`config.mk`:
```
export PLATFORM = sky130hd
export DESIGN_NAME = core_run_ctrl
export DESIGN_NICKNAME = d
export VERILOG_FILES = /design/src/rtl/core_run_ctrl.sv
export SDC_FILE = /design/constraint.sdc
export NUM_CORES = 1
export LEC_CHECK = 0
export BUFFER_PORTS_ARGS = -buffer_cell sky130_fd_sc_hd__buf_2
export CORE_MARGIN = 2
export CORE_UTILIZATION = 55
export DETAILED_ROUTE_END_ITERATION = 6
export MAX_ROUTING_LAYER = met4
export PLACE_DENSITY = 0.88
export SLEW_MARGIN = 20
export SYNTH_ARGS = -nofsm -noshare
export SYNTH_HDL_FRONTEND = slang
export SYNTH_SLANG_ARGS = --single-unit
export TNS_END_PERCENT = 10
```
`constraint.sdc`:
```
create_clock -name clk -period 4.5 [get_ports clk]
set_clock_uncertainty 0.1 [all_clocks]
set_input_delay 0 -clock clk [delete_from_list [all_inputs] [get_ports clk]]
set_output_delay 0 -clock clk [all_outputs]
set_load 0.01 [all_outputs]
```
`src/rtl/core_run_ctrl.sv`:
```
// core_run_ctrl -- run controller for the pipeline core.
//
// This block drives the core's reset and bounds each execution run. A start
// pulse holds the core in reset and then releases it. The run ends when the
// core halts or when the cycle budget is used up. The block counts RUN
// cycles and retired instructions for every run.
//
// Parameters:
//   RST_CYCLES  reset-hold length per run (1..255)
//   MAX_CYCLES  RUN-state cycle budget before timeout (>= 1)
//   CNT_W       width of the reported counters
//
// Ports:
//   clk, rst      clock (rising edge) and synchronous active-high reset
//   start         run request pulse; honoured in IDLE and DONE only
//   halt_in       core halted; sampled in RUN only
//   retire_valid  core retired one instruction; sampled in RUN only
//   core_rst_n    active-low reset to the core
//   busy / done   run in progress (RESET or RUN) / run finished
//   timeout       the run ended because the budget was used up
//   cycle_count   RUN cycles in the current or last run (saturating)
//   instr_count   retired instructions in the current or last run (saturating)
//   stall_count   RUN cycles with no retire (saturating)
//
// Optional feature: define CORE_RUN_CTRL_STALL_EN to build the stall counter.
// Without it, stall_count is tied to 0.
module core_run_ctrl #(
  parameter int RST_CYCLES = 2,
  parameter int MAX_CYCLES = 35,
  parameter int CNT_W      = 32
) (
  input  logic             clk,
  input  logic             rst,
  input  logic             start,
  input  logic             halt_in,
  input  logic             retire_valid,
  output logic             core_rst_n,
  output logic             busy,
  output logic             done,
  output logic             timeout,
  output logic [CNT_W-1:0] cycle_count,
  output logic [CNT_W-1:0] instr_count,
  output logic [CNT_W-1:0] stall_count
);

  // The budget is tracked by its own counter. The reported cycle_count can
  // saturate below MAX_CYCLES when CNT_W is narrow, so it cannot be used to
  // detect the end of the budget.
  localparam int BW = $clog2(MAX_CYCLES + 1);

  typedef enum logic [1:0] {S_IDLE, S_RESET, S_RUN, S_DONE} state_t;

  state_t           r_state;
  logic [7:0]       r_hold;
  logic [BW-1:0]    r_budget;
  logic [CNT_W-1:0] r_cyc;
  logic [CNT_W-1:0] r_ins;
  logic             w_launch;

  assign w_launch = ((r_state == S_IDLE) || (r_state == S_DONE)) && start;

  always_ff @(posedge clk) begin
    if (rst) begin
      r_state    <= S_IDLE;
      r_hold     <= '0;
      r_budget   <= '0;
      r_cyc      <= '0;
      r_ins      <= '0;
      core_rst_n <= 1'b0;
      busy       <= 1'b0;
      done       <= 1'b0;
      timeout    <= 1'b0;
    end else begin
      case (r_state)
        S_IDLE, S_DONE: begin
          if (w_launch) begin
            r_state  <= S_RESET;
            r_hold   <= '0;
            r_budget <= '0;
            r_cyc    <= '0;
            r_ins    <= '0;
            busy     <= 1'b1;
            done     <= 1'b0;
            timeout  <= 1'b0;
          end
        end
        S_RESET: begin
          // The hold counter starts at 0 on the launch edge. The core is
          // released RST_CYCLES+1 edges after the start pulse was sampled.
          if (r_hold == 8'(RST_CYCLES)) begin
            r_state    <= S_RUN;
            core_rst_n <= 1'b1;
          end else begin
            r_hold <= r_hold + 8'd1;
          end
        end
        S_RUN: begin
          if (r_cyc != '1) r_cyc <= r_cyc + 1'b1;
          if (retire_valid && (r_ins != '1)) r_ins <= r_ins + 1'b1;
          r_budget <= r_budget + 1'b1;
          // If halt and budget exhaustion happen together, halt wins.
          if (halt_in || (r_budget == BW'(MAX_CYCLES - 1))) begin
            r_state    <= S_DONE;
            core_rst_n <= 1'b0;
            busy       <= 1'b0;
            done       <= 1'b1;
            timeout    <= ~halt_in;
          end
        end
        default: r_state <= S_IDLE;
      endcase
    end
  end

  assign cycle_count = r_cyc;
  assign instr_count = r_ins;

`ifdef CORE_RUN_CTRL_STALL_EN
  logic [CNT_W-1:0] r_stall;

  always_ff @(posedge clk) begin
    if (rst || w_launch)
      r_stall <= '0;
    else if ((r_state == S_RUN) && !retire_valid && (r_stall != '1))
      r_stall <= r_stall + 1'b1;
  end

  assign stall_count = r_stall;
`else
  assign stall_count = '0;
`endif

endmodule

```
Yosys cells after proc, flatten, opt, wreduce, memory -nomap -nowiden
Index checks and enable logic that the tools add are counted.
{"block": "word_totals", "word_cells": 67, "ff_bits": 84, "input_bits": 5, "output_inout_bits": 100}
{"block": "classes", "bitwise": 1, "n_reduce_logical": 16, "add_sub_neg": 4, "n_eq_ne": 13, "muxes": 24}
{"op": "case mux 32 bit (2 select lines)", "count": 2}
{"op": "two-way mux 32 bit", "count": 3}
{"op": "adder 32 x 1 -> 32 bit (second input constant)", "count": 2}
{"op": "!= test 32 bit (second input constant)", "count": 2}
{"op": "AND reduction 3 bit", "count": 6}
{"op": "two-way mux 8 bit", "count": 2}
{"op": "case mux 8 bit (2 select lines)", "count": 1}
{"op": "!= test 2 bit (second input constant)", "count": 6}
{"op": "case mux 6 bit (2 select lines)", "count": 1}
{"op": "adder 8 x 1 -> 8 bit (second input constant)", "count": 1}
{"op": "equality test 8 x 2 -> 1 bit (second input constant)", "count": 1}
{"op": "case mux 1 bit (2 select lines)", "count": 4}
{"op": "adder 6 x 1 -> 6 bit (second input constant)", "count": 1}
{"op": "equality test 6 bit (second input constant)", "count": 1}
{"op": "two-way mux 1 bit", "count": 6}
{"op": "two-way mux 2 bit", "count": 3}
{"op": "two-way mux 6 bit", "count": 1}
{"op": "case mux 2 bit (3 select lines)", "count": 1}
{"op": "nonzero test 2 bit", "count": 3}
{"op": "equality test 2 bit (second input constant)", "count": 2}
{"op": "equality test 2 x 1 -> 1 bit (second input constant)", "count": 1}
{"op": "logical AND 1 bit", "count": 2}
{"op": "logical NOT 2 bit", "count": 1}
{"op": "logical OR 1 bit", "count": 2}
{"op": "3 further kinds", "count": 3}

Depth between registers and ports, before layout
Gate-level depths: netlist (run 1).
{"block": "logic_depth", "word_depth": 5, "depth_mapped": 9, "ltp_nobuf": 7}

Least setup slack after synthesis (run 1)
No wires, ideal clock.
{"block": "synth_timing", "path_type": "register to register", "start": "register r_ins[0], in the netlist instr_count[0]", "end": "register r_ins[26], in the netlist instr_count[26]", "required_time_ns": 4.280, "slack_ns": 2.023, "n_path_buf": 1, "t_arrival_ns": 2.258, "period_less_slack_ns": 2.477, "setup_ns": 0.120, "stages_incl_launch_ff": 8, "cell_sequence": "dfxtp_1 ha_1 nand4_2 or3_1 buf_2 or4_1 and3_1 a211o_1"}
{"block": "synth_via", "elab_chain_len": 4, "elab_cells_between_ends": 7, "cone_classes": "add/sub (1); eq/ne (2); mux (2); reduce/logical (2)"}
{"element": "from (decl)", "line_no": "57", "source": "logic [CNT_W-1:0] r_ins;"}
{"element": "from (signal assigned)", "line_no": "99", "source": "if (retire_valid && (r_ins != '1)) r_ins <= r_ins + 1'b1;"}
{"element": "parallel branches: the longest is 4 deep, another holds adder 32 x 1 -> 32 bit"}
Parallel ways; which one is timed is not known. The select of a mux whose other input is x is not followed.
A chain may end at the register's enable or synchronous reset.

Final worst setup path (run 1)
{"block": "layout_timing", "start": "register r_state[0]", "end": "register r_cyc[1], in the netlist cycle_count[1]"}
{"block": "layout_via", "elab_chain_len": 5, "elab_cells_between_ends": 11, "cone_classes": "eq/ne (4); mux (1); reduce/logical (6)"}
{"element": "from (decl)", "line_no": "53", "source": "state_t r_state;"}
{"element": "from (signal assigned)", "line_no": "64", "source": "r_state <= S_IDLE;"}
{"element": "from (signal assigned)", "line_no": "77", "source": "r_state <= S_RESET;"}
{"element": "from (signal assigned)", "line_no": "91", "source": "r_state <= S_RUN;"}
{"element": "equality test 2 bit / logical NOT 2 bit (equally long branches)", "line_no": "60, 74"}
{"element": "logical OR 1 bit", "line_no": "60", "source": "assign w_launch = ((r_state == S_IDLE) || (r_state == S_DONE)) && start;"}
{"element": "logical AND 1 bit", "line_no": "60"}
{"element": "!= test 2 bit (no source line)"}
{"element": "AND reduction 3 bit (no source line)"}
{"element": "to (signal assigned)", "line_no": "98", "source": "if (r_cyc != '1) r_cyc <= r_cyc + 1'b1;"}
{"element": "to (decl)", "line_no": "56", "source": "logic [CNT_W-1:0] r_cyc;"}
Several ways; a longest one is shown, not always the timed one.

==> reports/qor.yml, run 1 <==
drtIter0Drc: 481
netlist.top_cell.by_area: "dfxtp_1"
post-dp-hpwl_mm: 9.44
criticalPathCategory: "flop to flop"
fin_crit_ns: 3.29
insertion_delay_ns: 0.36
finalSetupViolCount: 0
antenna_left: 0
yosysTopAreaCellShare_pct: 33.1
met2_length_mm: 6.55
ys_warn_count: 0
clk_pin_slew_ns: 0.09
grt_pass1_wl_mm: 23.1
clockRootBuffer: "clkbuf_8"
worstMarginPinSlew_ns: 1.10
leakage_nw: 2.41
cts_resized: 0
maxUsedRoutingLayer: "met4"
fillerInstances: 805
synth_edf_count: 0
power_mw: 2.15
initial_core_util_pct: 55.7
maxCapViolCount: 0
finalMaxSlewViolations: 0
pin_count: 105
wl_met3_mm: 1.11
syn2layout_area_growth_pct: 9.22
fin_tns_setup_ns: 0
first_global_vias: 4754
dieWidth_um: 100
worstHoldPathType: "input port to flop"
synthFlopType: "dfxtp_1"
final_area_um2: 5540
fmax_mhz: 304
die_area_um2: 10000
coreArea_um2: 9110
diodes: 0
critPathArrivalTime_ns: 3.48
vias: 5188
rsz0062_at_grt: "false"
avgSynthCellArea_um2: 8.16
placementRows: 35
path_max_fanout: 19
die_y_um: 100
fin_cells: 785
drive_gt1_share_pct: 17.1
finalHoldViolations: 0
overflow: 0
ys_ff_latch: 84
via_per_inst: 6.61
cts_buffers: 9
synth_cell_types: 70
grt_util_all_layers_pct: 28.8
dp.cells: 767
vdd_ir_drop_max_v: 0.000199
htree_levels: 3
wire_per_inst_um: 17.8
cts_sinks: 84
met1_length_mm: 6.00
finalWeightedCongestion: 0.944
finish.utilization_pct: 60.9
grt_max_degree: 32
critPathRequiredTime_ns: 4.69
synthArstFlopShare_pct: 0
cts_tree: "yes"
antenna_found_initial: 0
status: "finished clean"
post_cts.repair.setup_buffers: 0
clock_path_buffers: 2
postSynthCellCount: 622
max_slew_margin_pct: 26.2
nets: 683
drt_wl_total_mm: 14.0
hold_buffers: 2
crit_path_end_kind: "flop"
post-route-period-util_pct: 73.0
placed_area_um2: 5300
dr.pass1.iters: 5
drc: 0
seq_area_frac_synth_pct: 33.1
port_buffers: 72
power_per_cell_area_nw_per_um2: 388
synth_area_leaders: "dfxtp_1, buf_4, a21oi_1"
start_kind: "flop"
synth_area_um2: 5080
==> worst max-delay path, stage by stage (launching register included) <==
cell       delay [ns]
dfxtp_1          0.35
inv_1            0.06
ha_1             0.59
nor2b_1          0.75
nand3_1          0.24
nor4_4           0.60
nor2_1           0.28
a2bb2oi_1        0.24
==> per-stage QoR <==
stage	hold WS (ns)	setup slack (ns)
after CTS	0.0118	1.33
after detailed placement	0.316	1.39
after global routing	0.0605	1.04
final	0.0250	1.21
after global placement	0.296	1.50
after floorplan	0.0839	2.02
==> cell usage after synthesis (all sizes together), types with 17 or more instances <==
cell	count
dfxtp	84
a21oi	49
buf	42
nand2	41
nor2	40
nand3	38
clkbuf	32
nand4	28
o21ai	23
nor3	18
a31oi	17
and3	17
o22a	17
==> flip-flops by register name, indices dropped and copies added, names as in the netlist <==
name         flops
r_hold           8
timeout          1
core_rst_n       1
r_state          2
done             1
instr_count     32
cycle_count     32
r_budget         6
busy             1
==> placed cells by master (no fill, tap or decap), types with 17 or more instances in the layout <==
cell type	count
a21oi_1	48
a31oi_1	17
and3_1	17
buf_2	72
conb_1	32
dfxtp_1	84
nand2_1	41
nand3_1	37
nand4_1	26
nor2_1	40
nor3_1	17
o21ai_0	20
o22a_1	17
==> report_power, final <==
| group | switching, mW | leakage [nW] | internal [mW] |
|---|---|---|---|
| Sequential | 0.0366 | 0.678 | 0.778 |
| Combinational | 0.533 | 1.62 | 0.200 |
| Clock | 0.276 | 0.113 | 0.325 |
==> worst paths after layout <==
path,start,cells after the start,slack (ns),end
max,r_state[0]$_SDFFE_PP0P_,7,1.21,cycle_count[1]$_SDFFE_PP0P_
min,retire_valid,4,0.02,instr_count[0]$_SDFFE_PP0P_
max reg2reg,r_state[0]$_SDFFE_PP0P_,7,1.21,cycle_count[1]$_SDFFE_PP0P_
min reg2reg,done$_SDFFE_PP0P_,2,0.38,done$_SDFFE_PP0P_
==> cell families (layout without fill, tap and decap cells) <==
group	count (synthesis)	count (layout)	share of synthesized area, %
AO/OA/AOI/OAI	181	181	25.4
flip-flops	84	84	33.1
adder cells (fa/ha/maj)	9	9	2.22
other	1	32	0.0739
XOR/XNOR	12	12	2.07
AND/OR/NAND/NOR	242	242	26.4
buffers and inverters	88	109	9.54
multiplexers	5	5	1.08
==> layer usage <==
metal,vias to the layer above,global-route usage [%]
li1,2396,-
met1,2460,37.3
met2,292,45.7
met3,40,4.39
met4,0,11.3
met5,-,-
==> cell type report <==
class	instances	area [um2]	share of cell area, %
clock buffer	11	141	2.55
clock inverter	5	75.1	1.35
timing repair buffer	79	418	7.54
sequential	84	1680	30.3
tap	111	139	2.51
multi-input combinational	481	3040	54.8
inverter	14	52.6	0.948
No activity file was read; power rests on OpenSTA's default activity.
==> inputs of run 2 (changes only) <==
clock period = 3.2 ns   (was 4.5 ns; I/O delays follow)
==> reports/qor.yml, run 2 (synthesis results as in run 1) <==
status: "finished clean"
fmax_mhz: 342  # +12%
maxCapViolCount: 0  # unchanged
dp_slack_ns: 0.516  # -0.875 ns
p_clk_share_pct: 29.9  # +1.9 points
placementRows: 35  # unchanged
post-dp-hpwl_mm: 9.63  # +2.0%
r2r_cells: 9  # +2
swShare_pct: 37.5  # -1.8 points
p_seq_share_pct: 35.9  # -2.0 points
p_switching_mw: 1.20  # +42%
critPathRequiredTime_ns: 3.35  # -1.34 ns
cts_tree: "yes"
dr.pass1.iters: 5  # unchanged
cts_buffers: 9  # unchanged
worstMarginPinSlew_ns: 1.00  # -0.0980 ns
cts_sinks: 84  # unchanged
final_area_um2: 5690  # +2.6%
crit_path_max_incr_delay_ns: 0.57  # -0.18 ns
finalSetupViolCount: 0  # unchanged
crit_path_end_kind: "flop"
worstReg2RegStart: "r_state[0]$_SDFFE_PP0P_"
clockRootBuffer: "clkbuf_8"
post-route-period-util_pct: 91.3  # +18 points
max_slew_margin_pct: 33.0  # +6.9 points
syn2layout_area_growth_pct: 12.0
layout_common_cells: "dfxtp_1, buf_2, a21oi_1"
wire_per_inst_um: 17.3  # -2.7%
grt_util_all_layers_pct: 28.4  # -0.46 points
crit_start: "r_state[0]$_SDFFE_PP0P_"
antenna_left: 0  # unchanged
combPwrFrac_pct: 34.2  # about the same
coreArea_um2: 9110  # unchanged
post_cts.repair.setup_buffers: 0  # unchanged
clock_path_buffers: 2  # unchanged
grt_max_degree: 32  # unchanged
antenna_found_initial: 0  # unchanged
clk_pin_slew_ns: 0.08  # about the same
crit_chain: "inv_1 > ha_1 > buf_4 > nand2b_1 > a21o_1 > a21boi_0 > a21o_1 > a21oi_1 > dlygate4sd3_1"
internal_power_mw: 2.00  # +53%
initial_core_util_pct: 55.7  # unchanged
power_per_cell_area_nw_per_um2: 562  # +45%
finalHoldViolations: 0  # unchanged
insertion_delay_ns: 0.37  # about the same
worstSetupEndpoint: "r_state[1]$_SDFFE_PP0P_"
drive_gt1_share_pct: 18.6  # +1.5 points
rsz0062_at_grt: "false"
path_max_fanout: 13  # -6
critPathMostFrequentCell: "a21o_1"
rrSetupSlack_ns: 0.28  # -0.93 ns
worst_slack_ns: 0.278  # -0.935 ns
die_y_um: 100  # unchanged
pin_count: 105  # unchanged
critPathArrivalTime_ns: 3.07  # -0.41 ns
htree_levels: 3  # unchanged
vias: 5187  # -0.019%
dieWidth_um: 100  # unchanged
vdd_ir_drop_max_v: 0.000367  # +85%
fin_crit_ns: 2.92  # -0.365 ns
port_buffers: 72  # unchanged
via_per_inst: 6.48  # -1.9%
criticalPathCategory: "flop to flop"
diodes: 0  # unchanged
layout_commonest_cell: "dfxtp_1"
finalMaxSlewViolations: 0  # unchanged
drc: 0  # unchanged
cp_slowest_cell: "dlygate4sd3_1"
start_kind: "flop"
first_global_vias: 4761  # +0.15%
leakage_nw: 2.50  # +3.7%
r2r-end: "r_state[1]$_SDFFE_PP0P_"
drt_wl_total_mm: 13.9  # -0.87%
placed_area_um2: 5410  # +2.0%
nets: 698  # +2.2%
fin_tns_setup_ns: 0  # unchanged
die_area_um2: 10000  # unchanged
worstHoldPathType: "input port to flop"
grt_pass1_wl_mm: 22.6  # -1.9%
finalWeightedCongestion: 0.939  # -0.55%
drtIter0Drc: 369  # -23%
overflow: 0  # unchanged
[run 2: changes by cell type in the layout (fill, tap and decap cells not counted), sizes merged]
cell / delta
buf: +14
clkinv: -2
bufinv: +1
clkbuf: +1
dlygate4sd3: +1
[run 2: critical path, delay by kind of cell, from the launching register on]
kind | cells | cell delay, ns
compound gates | 4 | 0.94
buf+inv | 3 | 0.89
flops | 1 | 0.41
fa+ha+maj | 1 | 0.36
simple gates | 1 | 0.10
[run 2: final cells by class]
type | instances | area (um2)
clock buffers | 12 | 155
clock inverters | 4 | 95.1
fillers | 779 | 3420
inverters | 14 | 52.6
multi-input cells | 481 | 3030
flip-flops and latches | 84 | 1680
well taps | 111 | 139
repair buffers | 94 | 533
[run 2: what timing repair did]
action	4_1_cts	5_1_grt
endpoints found under the hold margin	14	0
hold buffers	3	0
gates resized for setup	0	0
[run 2: routing by layer]
metal | part of all wire [%] | vias up | GRT usage, %
li1 | - | 2437 | -
met1 | 42 | 2428 | 36.5
met2 | 48 | 286 | 44.6
met3 | 8.5 | 36 | 5.57
met4 | 2.3 | 0 | 10.4
met5 | 0 | - | -
[run 2: power by group through the flow]
stage | combinational, mW | sequential (mW) | clock [mW]
5_1_grt | 1.18 | 1.15 | 1.01
6_report | 1.09 | 1.15 | 0.954
3_3_place_gp | 1.01 | 1.16 | 0
2_1_floorplan | 0.764 | 1.17 | 0
4_1_cts | 1.07 | 1.14 | 0.952
3_5_place_dp | 1.04 | 1.17 | 0
[run 2: worst min-delay path by stage]
stage          slack [ns]                           to  cells after the start         start
2_1_floorplan        0.08      r_state[1]$_SDFFE_PP0P_                      2         start
3_3_place_gp         0.29      r_state[1]$_SDFFE_PP0P_                      3         start
3_5_place_dp         0.31      r_state[1]$_SDFFE_PP0P_                      3         start
4_1_cts              0.01  instr_count[0]$_SDFFE_PP0P_                      4  retire_valid
5_1_grt              0.01  instr_count[0]$_SDFFE_PP0P_                      4  retire_valid
6_report             0.01  instr_count[0]$_SDFFE_PP0P_                      4  retire_valid
[run 2: metrics by stage]
stage / util [%] / hold WS (ns) / instances / power (mW)
2_1_floorplan: - / 0.0839 / 653 / 1.93
3_3_place_gp: 59.4 / 0.292 / 781 / 2.18
3_5_place_dp: 59.4 / 0.314 / 781 / 2.21
4_1_cts: 62.4 / 0.0136 / 800 / 3.16
5_1_grt: 62.4 / 0.0113 / 800 / 3.34
6_report: 62.4 / 0.0105 / 800 / 3.19
